--- config.mk ---
export PLATFORM = sky130hd
export DESIGN_NAME = fmadd_mul_seq_multiplier_flat
export DESIGN_NICKNAME = d
export VERILOG_FILES = /design/src/rtl/fmadd_pkg.sv /design/src/rtl/fmadd_mul_seq_multiplier_if.sv /design/src/rtl/fmadd_mul_shift_add.sv /design/src/rtl/fmadd_mul_seq_multiplier.sv /design/src/flat_wrapper.sv
export SDC_FILE = /design/constraint.sdc
export NUM_CORES = 1
export LEC_CHECK = 0
export ABC_CLOCK_PERIOD_IN_PS = 3400
export BUFFER_PORTS_ARGS = -buffer_cell sky130_fd_sc_hd__buf_2
export CAP_MARGIN = 25
export CORE_AREA = 2 2 126 189
export DETAILED_ROUTE_END_ITERATION = 7
export DIE_AREA = 0 0 128 191
export GPL_TIMING_DRIVEN = 0
export HOLD_SLACK_MARGIN = 0.02
export PLACE_DENSITY = 0.67
export SYNTH_ARGS = -nofsm -noshare
export SYNTH_HDL_FRONTEND = slang
export SYNTH_SLANG_ARGS = --single-unit
--- constraint.sdc ---
create_clock -name clk -period 3.4 [get_ports clk]
set_clock_uncertainty 0.2 [all_clocks]
set_input_delay 0.68 -clock clk [delete_from_list [all_inputs] [get_ports clk]]
set_output_delay 0.68 -clock clk [all_outputs]
set_load 0.01 [all_outputs]
--- src/rtl/fmadd_pkg.sv ---
// Shared definitions for the FMADD multiply path: sequencer states and
// rounding-mode encodings.
package fmadd_pkg;

  typedef enum logic [1:0] {
    IDLE = 2'd0,
    MUL  = 2'd1,
    NORM = 2'd2,
    DONE = 2'd3
  } state_t;

  localparam logic [2:0] RM_RNE = 3'b000;
  localparam logic [2:0] RM_RTZ = 3'b001;
  localparam logic [2:0] RM_RDN = 3'b010;
  localparam logic [2:0] RM_RUP = 3'b011;
  localparam logic [2:0] RM_RMM = 3'b100;

  // True when an overflowing result must saturate to infinity rather than max finite.
  function automatic logic rounds_to_inf(input logic [2:0] rm, input logic sign);
    return (rm == RM_RNE) || (rm == RM_RMM) ||
           ((rm == RM_RUP) && !sign) || ((rm == RM_RDN) && sign);
  endfunction

endpackage

--- src/rtl/fmadd_mul_seq_multiplier_if.sv ---
// Operand/result handshake bundle for the sequential significand multiplier.
interface fmadd_mul_seq_multiplier_if #(
  parameter int std = 31,
  parameter int man = 22,
  parameter int exp = 7
);
  logic                   in_valid;
  logic                   in_ready;
  logic [std:0]           in_a;
  logic [std:0]           in_b;
  logic [2:0]             in_rm;
  logic                   out_valid;
  logic                   out_ready;
  logic [2*man+exp+5:0]   out_no;
  logic                   out_overflow;
  logic                   out_sticky_PN;
  logic [2:0]             out_rm;

  modport master (
    output in_valid, in_a, in_b, in_rm, out_ready,
    input  in_ready, out_valid, out_no, out_overflow, out_sticky_PN, out_rm
  );

  modport slave (
    input  in_valid, in_a, in_b, in_rm, out_ready,
    output in_ready, out_valid, out_no, out_overflow, out_sticky_PN, out_rm
  );
endinterface

--- src/rtl/fmadd_mul_shift_add.sv ---
// Radix-2 shift-add significand multiplier datapath; one multiplier bit per
// step, LSB first, with a down-counter flagging the final step.
module fmadd_mul_shift_add #(
  parameter int man = 22
) (
  input  logic               clk,
  input  logic               rst_l,
  input  logic               start,
  input  logic               step,
  input  logic [man+1:0]     mcand_in,
  input  logic [man+1:0]     mplier_in,
  output logic               done,
  output logic [2*man+3:0]   product
);
  localparam int W  = man + 2;
  localparam int CW = $clog2(W);
  localparam logic [CW-1:0] CNT_START = CW'(man + 1);

  logic [W-1:0]   mcand;
  logic [W-1:0]   mplier;
  logic [2*W-1:0] acc;
  logic [CW-1:0]  cnt;
  logic [W:0]     sum;

  // Partial product lands in the upper half with its carry, then everything shifts right.
  assign sum = {1'b0, acc[2*W-1:W]} + (mplier[0] ? {1'b0, mcand} : {(W+1){1'b0}});

  always_ff @(posedge clk or negedge rst_l) begin
    if (!rst_l) begin
      mcand  <= '0;
      mplier <= '0;
      acc    <= '0;
      cnt    <= '0;
    end else if (start) begin
      mcand  <= mcand_in;
      mplier <= mplier_in;
      acc    <= '0;
      cnt    <= CNT_START;
    end else if (step) begin
      acc    <= {sum, acc[W-1:1]};
      mplier <= mplier >> 1;
      if (cnt != '0) cnt <= cnt - CW'(1);
    end
  end

  assign done    = (cnt == '0);
  assign product = acc;

endmodule

--- src/rtl/fmadd_mul_seq_multiplier.sv ---
// Multi-cycle FMADD significand multiplier: accepts two finite operands, produces
// the unrounded packed product plus overflow/flush flags for the rounding stage.
// States: IDLE accept | MUL shift-add | NORM normalize+exceptions | DONE hold result
module fmadd_mul_seq_multiplier
  import fmadd_pkg::*;
#(
  parameter int std  = 31,
  parameter int man  = 22,
  parameter int exp  = 7,
  parameter int bias = 127
) (
  input logic                      clk,
  input logic                      rst_l,
  fmadd_mul_seq_multiplier_if.slave bus
);
  localparam int W = man + 2;
  localparam logic [exp+2:0] BIAS_E = (exp+3)'(bias);
  localparam logic [exp+2:0] EMAX   = (exp+3)'((1 << (exp+1)) - 1);

  state_t state, state_nxt;
  logic start, step, mul_done;
  logic [2*W-1:0] product;

  logic           sign_q, zero_q;
  logic [2:0]     rm_q;
  logic [exp:0]   ea_q, eb_q;

  logic [exp:0]   exp_a, exp_b;
  logic [man:0]   frac_a, frac_b;

  assign exp_a  = bus.in_a[std-1:man+1];
  assign exp_b  = bus.in_b[std-1:man+1];
  assign frac_a = bus.in_a[man:0];
  assign frac_b = bus.in_b[man:0];

  fmadd_mul_shift_add #(.man(man)) u_shift_add (
    .clk       (clk),
    .rst_l     (rst_l),
    .start     (start),
    .step      (step),
    .mcand_in  ({|exp_a, frac_a}),
    .mplier_in ({|exp_b, frac_b}),
    .done      (mul_done),
    .product   (product)
  );

  always_ff @(posedge clk or negedge rst_l) begin
    if (!rst_l) state <= IDLE;
    else        state <= state_nxt;
  end

  always_comb begin
    state_nxt = state;
    start     = 1'b0;
    step      = 1'b0;
    case (state)
      IDLE: if (bus.in_valid) begin
        start     = 1'b1;
        state_nxt = MUL;
      end
      MUL: begin
        step = 1'b1;
        if (mul_done) state_nxt = NORM;
      end
      NORM: state_nxt = DONE;
      DONE: if (bus.out_ready) state_nxt = IDLE;
      default: state_nxt = IDLE;
    endcase
  end

  assign bus.in_ready  = (state == IDLE);
  assign bus.out_valid = (state == DONE);

  always_ff @(posedge clk or negedge rst_l) begin
    if (!rst_l) begin
      sign_q <= 1'b0;
      zero_q <= 1'b0;
      rm_q   <= '0;
      ea_q   <= '0;
      eb_q   <= '0;
    end else if (start) begin
      sign_q <= bus.in_a[std] ^ bus.in_b[std];
      zero_q <= (exp_a == '0) || (exp_b == '0);
      rm_q   <= bus.in_rm;
      ea_q   <= exp_a;
      eb_q   <= exp_b;
    end
  end

  // Exponent is kept in exp+3 bits two's complement; MSB set means negative.
  logic [exp+2:0] e_sum, e_norm;
  logic [2*W-1:0] sig_norm;
  logic [exp:0]   r_exp;
  logic [2*W-1:0] r_sig;
  logic           r_ovf, r_sticky;

  always_comb begin
    e_sum    = {2'b00, ea_q} + {2'b00, eb_q} - BIAS_E;
    e_norm   = product[2*W-1] ? e_sum + (exp+3)'(1) : e_sum;
    sig_norm = product[2*W-1] ? product : {product[2*W-2:0], 1'b0};
    r_exp    = e_norm[exp:0];
    r_sig    = sig_norm;
    r_ovf    = 1'b0;
    r_sticky = 1'b0;
    if (zero_q) begin
      r_exp = '0;
      r_sig = '0;
    end else if (e_norm[exp+2] || (e_norm == '0)) begin
      r_exp    = '0;
      r_sig    = '0;
      r_sticky = 1'b1;
    end else if (e_norm >= EMAX) begin
      r_ovf = 1'b1;
      if (rounds_to_inf(rm_q, sign_q)) begin
        r_exp = '1;
        r_sig = '0;
      end else begin
        r_exp = {{exp{1'b1}}, 1'b0};
        r_sig = {{W{1'b1}}, {W{1'b0}}};
      end
    end
  end

  always_ff @(posedge clk or negedge rst_l) begin
    if (!rst_l) begin
      bus.out_no        <= '0;
      bus.out_overflow  <= 1'b0;
      bus.out_sticky_PN <= 1'b0;
      bus.out_rm        <= '0;
    end else if (state == NORM) begin
      bus.out_no        <= {sign_q, r_exp, r_sig};
      bus.out_overflow  <= r_ovf;
      bus.out_sticky_PN <= r_sticky;
      bus.out_rm        <= rm_q;
    end
  end

endmodule

--- src/flat_wrapper.sv ---
// flat-port wrapper written by rule: the top's interface ports become plain ports
module fmadd_mul_seq_multiplier_flat import fmadd_pkg::*;
#(
  parameter int std  = 31,
  parameter int man  = 22,
  parameter int exp  = 7,
  parameter int bias = 127
)
  (clk, rst_l, bus_in_valid, bus_in_a, bus_in_b, bus_in_rm, bus_out_ready, bus_in_ready, bus_out_valid, bus_out_no, bus_out_overflow, bus_out_sticky_PN, bus_out_rm);
  fmadd_mul_seq_multiplier_if #(.std(std), .man(man), .exp(exp)) bus_i ();
  input logic clk;
  input logic rst_l;
  input wire logic [$bits(bus_i.in_valid)-1:0] bus_in_valid;
  input wire logic [$bits(bus_i.in_a)-1:0] bus_in_a;
  input wire logic [$bits(bus_i.in_b)-1:0] bus_in_b;
  input wire logic [$bits(bus_i.in_rm)-1:0] bus_in_rm;
  input wire logic [$bits(bus_i.out_ready)-1:0] bus_out_ready;
  output wire logic [$bits(bus_i.in_ready)-1:0] bus_in_ready;
  output wire logic [$bits(bus_i.out_valid)-1:0] bus_out_valid;
  output wire logic [$bits(bus_i.out_no)-1:0] bus_out_no;
  output wire logic [$bits(bus_i.out_overflow)-1:0] bus_out_overflow;
  output wire logic [$bits(bus_i.out_sticky_PN)-1:0] bus_out_sticky_PN;
  output wire logic [$bits(bus_i.out_rm)-1:0] bus_out_rm;
  assign bus_i.in_valid = bus_in_valid;
  assign bus_i.in_a = bus_in_a;
  assign bus_i.in_b = bus_in_b;
  assign bus_i.in_rm = bus_in_rm;
  assign bus_i.out_ready = bus_out_ready;
  assign bus_in_ready = bus_i.in_ready;
  assign bus_out_valid = bus_i.out_valid;
  assign bus_out_no = bus_i.out_no;
  assign bus_out_overflow = bus_i.out_overflow;
  assign bus_out_sticky_PN = bus_i.out_sticky_PN;
  assign bus_out_rm = bus_i.out_rm;
  fmadd_mul_seq_multiplier #(.std(std), .man(man), .exp(exp), .bias(bias)) u_core (.clk(clk), .rst_l(rst_l), .bus(bus_i));
endmodule
[After elaboration in Yosys (flattened, before gate mapping)]
Index checks and enable logic that the tools add are counted.
Storage, ports and cells
  flip-flop bits (word level): 186
  input bits: 71
  output and inout bits: 64
Operators by class
  add/sub/neg operators: 5
  $lt $le $gt $ge: 1
  equality and inequality tests: 9
  mux-type cells: 30
  bitwise logic cells: 1
  reductions and logical operators: 21
Operators by type and width (count)
  2-to-1 mux 48 bit: 7
  2-to-1 mux 24 bit: 3
  adder 24 x 25 -> 25 bit: 1
  2-to-1 mux 8 bit: 3
  logical NOT 8 bit: 2
  OR reduction 8 bit: 2
  2-to-1 mux 5 bit: 3
  adder 10 x 1 -> 10 bit (second input constant): 1
  greater-or-equal comparator 10 x 8 -> 1 bit (second input constant): 1
  logical NOT 10 bit: 1
  2-to-1 mux 10 bit: 1
  subtractor 10 x 7 -> 10 bit (second input constant): 1
  adder 8 x 8 -> 9 bit: 1
  2-to-1 mux 1 bit: 9
  case mux 2 bit (4 select lines): 1
  == test 3 x 2 -> 1 bit (second input constant): 2
  2-to-1 mux 2 bit: 3
  logical NOT 5 bit: 1
  logical OR 1 bit: 5
  nonzero test 5 bit: 1
  subtractor 5 x 1 -> 5 bit (second input constant): 1
  == test 2 bit (second input constant): 2
  inequality test 2 bit (second input constant): 2
  nonzero test 2 bit: 2
  other kinds (10): 11

[Logic depth before layout (Yosys ltp)]
  word-level depth: 8
  mapped depth: 16
  mapped depth without buffers: 14

[Hierarchy]
Synthesis repeated with hierarchy kept, for this count alone.
Unflattened totals
  cells, all modules: 1040
  area total of the unflattened synthesis: 10590.2 um2
By module, submodules not included
  fmadd_mul_shift_add: times used 1, cells each 554, area each 5611.6 um2, seq. area each 2527.4 um2
  fmadd_mul_seq_multiplier: times used 1, cells each 486, area each 4978.5 um2, seq. area each 2127.0 um2

[Worst setup path before layout]
No wires, ideal clock.
  path kind: register to register
  start point: register u_core.eb_q[0]
  end point: register u_core.bus.out_no[14]
  data arrival time: 3.198 ns
  required time: 3.056 ns
  slack: -0.142 ns
  cell stages (with the launch flop): 17
  path through: dfrtp_1 -> ha_1 -> inv_1 -> fa_1 -> inv_1 -> ha_1 -> xnor3_1 -> a41o_1 -> a21o_1 -> a21oi_2 -> nand3_1 -> o22a_2 -> o21ai_4 -> or2_1 -> buf_4 -> buf_8 -> o22ai_2
Between the ends
  longest elaborated chain between the ends: 8
RTL lines
  start: declaration: RTL line fmadd_mul_seq_multiplier.sv:26  | logic [exp:0] ea_q, eb_q;
  start signal: assignment: RTL line fmadd_mul_seq_multiplier.sv:86  | eb_q <= exp_b;
  adder 8 x 8 -> 9 bit *: RTL line fmadd_mul_seq_multiplier.sv:98  | e_sum = {2'b00, ea_q} + {2'b00, eb_q} - BIAS_E;
  subtractor 10 x 7 -> 10 bit *: RTL line fmadd_mul_seq_multiplier.sv:98
  adder 10 x 1 -> 10 bit: RTL line fmadd_mul_seq_multiplier.sv:99  | e_norm = product[2*W-1] ? e_sum + (exp+3)'(1) : e_sum;
  2-to-1 mux 10 bit *: RTL line fmadd_mul_seq_multiplier.sv:99
  greater-or-equal comparator 10 x 8 -> 1 bit or logical NOT 10 bit (tied branches): RTL line fmadd_mul_seq_multiplier.sv:112, fmadd_mul_seq_multiplier.sv:108
  2-to-1 mux 48 bit or logical OR 1 bit (tied branches): RTL line fmadd_mul_seq_multiplier.sv:112, fmadd_mul_seq_multiplier.sv:108
  2-to-1 mux 48 bit *: RTL line fmadd_mul_seq_multiplier.sv:108  | end else if (e_norm[exp+2] || (e_norm == '0)) begin
  2-to-1 mux 48 bit *: RTL line fmadd_mul_seq_multiplier.sv:105  | if (zero_q) begin
  end signal: assignment: RTL line fmadd_mul_seq_multiplier.sv:131  | bus.out_no <= {sign_q, r_exp, r_sig};
  end: declaration: RTL line fmadd_mul_seq_multiplier_if.sv:26  | output in_ready, out_valid, out_no, out_overflow, out_sticky_PN, out_rm
Mark *: on every way between the ends. The rest lies on a longest branch, timed or not.
A chain may end at the register's enable or synchronous reset.

[Worst setup path after layout]
  start point: register u_core.eb_q[0]
  end point: register u_core.bus.out_no[34]
The elaborated chain is that of the path after synthesis.

==> out/qor.yml <==
logic_synthesis:
  synth_area_um2: 10100
  synth-xor-area-share: 0.0256
  synthFlopType: "dfrtp_1"
  ys_async_sr_fraction: 1.00
  yosysSeqAreaShare: 0.459
  yosys_warnings: 0
  syn_inst: 1057
  synth_edf_count: 0
  yosys.area_share.simple: 0.156
  avgSynthCellArea_um2: 9.59
  synth_compound_area_frac: 0.159
  synthDistinctLibCells: 58
  synth_seq_cells: 186
  synth_mux_area_frac: 0.0916
  syn_nets: 1171
  synthAdderAreaFrac: 0.0546
  synth_top_family_by_area: "compound AO/OA/AOI/OAI gates"
outcome:
  violations: "setup timing"
  status: "finished, violations left"
floorplanning:
  start_util: 0.444
  die_h_um: 191
  ios: 135
  die_area_um2: 24400
  die_w_um: 128
  core_area_um2: 22800
  std_cell_rows: 68
sta:
  timing.final.crit_share: 1.08
  rsz0062_at_grt: "yes"
  slew_headroom: 0.380
  holdWs_ns: 0.228
  setup_violations: 56
  final.min_clock_period_ns: 3.69
  setup_ws_ns: -0.286
  hold_violations: 0
  max_freq_mhz: 271
  maxSlewViolCount: 0
  worst_slew_pin_slew_ns: 0.930
clock_network:
  cts_tree: "built"
  cts.path.max_buffers: 2
  clock-sinks: 186
  cts-buffers-inserted: 17
  clock_latency_ns: 0.44
  clk_pin_slew_worst_paths_ns: 0.07
  cts-root-buf: "clkbuf_16"
  htree_num_levels: 4
global_routing:
  antenna_found_initial: 0
  grt_pass1_wl_um: 39200
  grt_max_degree: 119
  first_global_vias: 7977
  overflow: 0
  track_usage: 0.203
routing:
  wirelength_um: 24600
  drc: 0
  via_per_inst: 5.23
  antenna_left: 0
  first_iter_violations: 433
  vias: 8007
  firstDrtPassIters: 6
  wire_per_inst_um: 16.1
power_and_ir_drop:
  power_uw: 14300
  p_int_uw: 8380
  powerDensity_nw_per_um2: 1120
  power.share.clock: 0.156
  swShare: 0.412
  p_leak_uw: 0.00621
  p_sw_uw: 5880
  combPwrFrac: 0.596
  seq_power_share: 0.249
  ir_drop_v: 0.000492
critical_path:
  cp.depth: 15
  crit_path_end_kind: "flop"
  critPathSlowestCell: "fa_2"
  critical_path.top_delay_family: "compound AO/OA/AOI/OAI gates"
  crit_chain: "ha_4 -> inv_2 -> fa_2 -> inv_2 -> ha_4 -> xnor3_1 -> a41o_1 -> a21o_1 -> buf_4 -> and4b_1 -> a41o_1 -> buf_6 -> clkbuf_16 -> a211oi_4 -> o22ai_2"
  arrival_ns: 3.78
  required_ns: 3.50
  worst-setup-path-type: "reg2reg"
  worstSetupStartpointType: "flop"
  cp_max_fo: 6
  path_buf_inv: 5
  ff2ff_path_depth: 15
  critPathMaxStageDelay_ns: 0.43
final_layout:
  drive_above_1_share: 0.245
  fin_nets: 1353
  syn_to_final_growth_pct: 25.8
  instances_no_fill: 1532
  num-fill-cells: 2058
  diodes: 0
  fin_util: 0.559
flow_run:
  cap_viol_max_count: 0
placement:
  place.gp.congestion: 0.896
  placed_cells: 1472
  dp.final_hpwl_um: 18000
  place.port_buffers: 134
min_path:
  min_path_cells: 3
  worstHoldPathType: "in2reg"
-- layout make-up --
type,instances,area (um2),share of cell area
sequential,186,4660,0.365
inverter,76,288,0.0226
clock buffer,19,453,0.0355
multi-input combinational,739,5420,0.425
clock inverter,13,214,0.0168
timing repair buffer,163,1060,0.0834
tap,280,350,0.0275
buffer,56,309,0.0242
-- through the flow --
step / area [um2] / setup WS [ns] / setup TNS, ns
6_report: 12800 / -0.286 / -11.85
3_5_place_dp: 11300 / -0.447 / -19.89
2_1_floorplan: 10300 / -0.00866 / -0.138
4_1_cts: 12300 / -0.212 / -9.09
5_1_grt: 12800 / -0.451 / -22.48
3_3_place_gp: 11300 / -1.55 / -303.67
-- layer usage --
metal  up-vias  GRT usage  part of all wire
met5         -          0                 0
met4         0     0.0630             0.019
met3        30     0.0330             0.028
met2       125      0.369              0.53
met1      3850      0.244              0.42
li1       4002          -                 -
-- worst paths after layout --
kind                                                end  slack [ns]                          from
max                               u_core.bus.out_no[34]       -0.29                u_core.eb_q[0]
min                         u_core.u_shift_add.mcand[7]        0.23                   bus_in_a[7]
max reg2reg                       u_core.bus.out_no[34]       -0.29                u_core.eb_q[0]
min reg2reg                u_core.u_shift_add.mcand[10]        0.27  u_core.u_shift_add.mcand[10]
max in group asynchronous               u_core.state[1]        1.46                         rst_l
min in group asynchronous   u_core.u_shift_add.mcand[7]        0.57                         rst_l
-- layout by cell type, fill, tap and decap left out, types with 6 or more instances in the layout --
| master | count |
|---|---|
| xor2_1 | 8 |
| buf_4 | 14 |
| nor2b_1 | 26 |
| a211oi_2 | 14 |
| ha_1 | 37 |
| clkbuf_1 | 41 |
| xnor2_1 | 18 |
| buf_2 | 134 |
| mux2i_1 | 85 |
| nand2_1 | 169 |
| and3_1 | 8 |
| o21ai_0 | 45 |
| a21oi_1 | 18 |
| nand2b_1 | 6 |
| o22ai_1 | 13 |
| a21o_1 | 21 |
| and2_1 | 29 |
| o22ai_2 | 43 |
| a211oi_1 | 7 |
| nor3_1 | 9 |
| a211oi_4 | 11 |
| inv_1 | 73 |
| nor2_1 | 72 |
| buf_6 | 8 |
| nand3_1 | 8 |
| buf_1 | 6 |
| clkbuf_16 | 22 |
| mux2_2 | 6 |
| dfrtp_1 | 185 |
-- flip-flops by register name, summed over array words and instances (netlist names), 2 cells and up --
register	cells
u_core.state	2
u_core.u_shift_add.cnt	5
u_core.u_shift_add.mcand	24
u_core.u_shift_add.product	48
u_core.bus.out_no	57
u_core.u_shift_add.mplier	24
u_core.eb_q	8
u_core.bus.out_rm	3
u_core.rm_q	3
u_core.ea_q	8
-- Yosys cell counts (6+ instances only) --
library cell  instances  share of area
nor3_1               10         0.0049
o22ai_1              36          0.022
and3_1                8         0.0049
ha_1                 41          0.051
buf_4                 6         0.0044
a21oi_1              19         0.0094
a21o_1               22          0.016
inv_1                76          0.028
clkbuf_1             42          0.016
nor2b_1              26          0.016
a211oi_1             32          0.024
o22ai_2              20          0.025
mux2_2                6         0.0067
nand2_1             169          0.063
nand3_1               9         0.0044
o21ai_0              50          0.025
xor2_1                8         0.0069
buf_1                 6         0.0022
mux2i_1              86          0.085
xnor2_1              19          0.016
nor2_1               73          0.027
dfrtp_1             186           0.46
and2_1               29          0.018
nand2b_1              6         0.0037
-- worst register-to-register path: stages, from the launching register on --
cell and delay, ns:
dfrtp_1 0.41, ha_4 0.18, inv_2 0.05, fa_2 0.43, inv_2 0.11, ha_4 0.14
xnor3_1 0.26, a41o_1 0.30, a21o_1 0.19, buf_4 0.14, and4b_1 0.18, a41o_1 0.29
buf_6 0.18, clkbuf_16 0.18, a211oi_4 0.22, o22ai_2 0.10
-- power by group through the flow --
stage	Sequential (uW)	Clock (uW)	Combinational (uW)
2_1_floorplan	3480	0	5040
3_3_place_gp	3540	0	6460
3_5_place_dp	3560	0	6570
4_1_cts	3530	2240	7400
5_1_grt	3650	2350	9270
6_report	3550	2220	8500
-- timing repair --
item	in CTS	in global routing
pin swaps	43	28
hold buffers	1	0
buffers inserted	14	8
endpoints found under the hold margin	9	0
gates resized for setup	32	56
cloned	1	5
setup endpoints to repair	58	64
-- logic make-up after synthesis --
group	Yosys count
muxes	92
AOI/OAI and AO/OA	225
and+or+nand+nor	351
xor gates and xnor gates	28
DFF	186
buffers and inverters	132
adders and majority gates	43
Note: power is estimated with default switching activity, not from simulation.
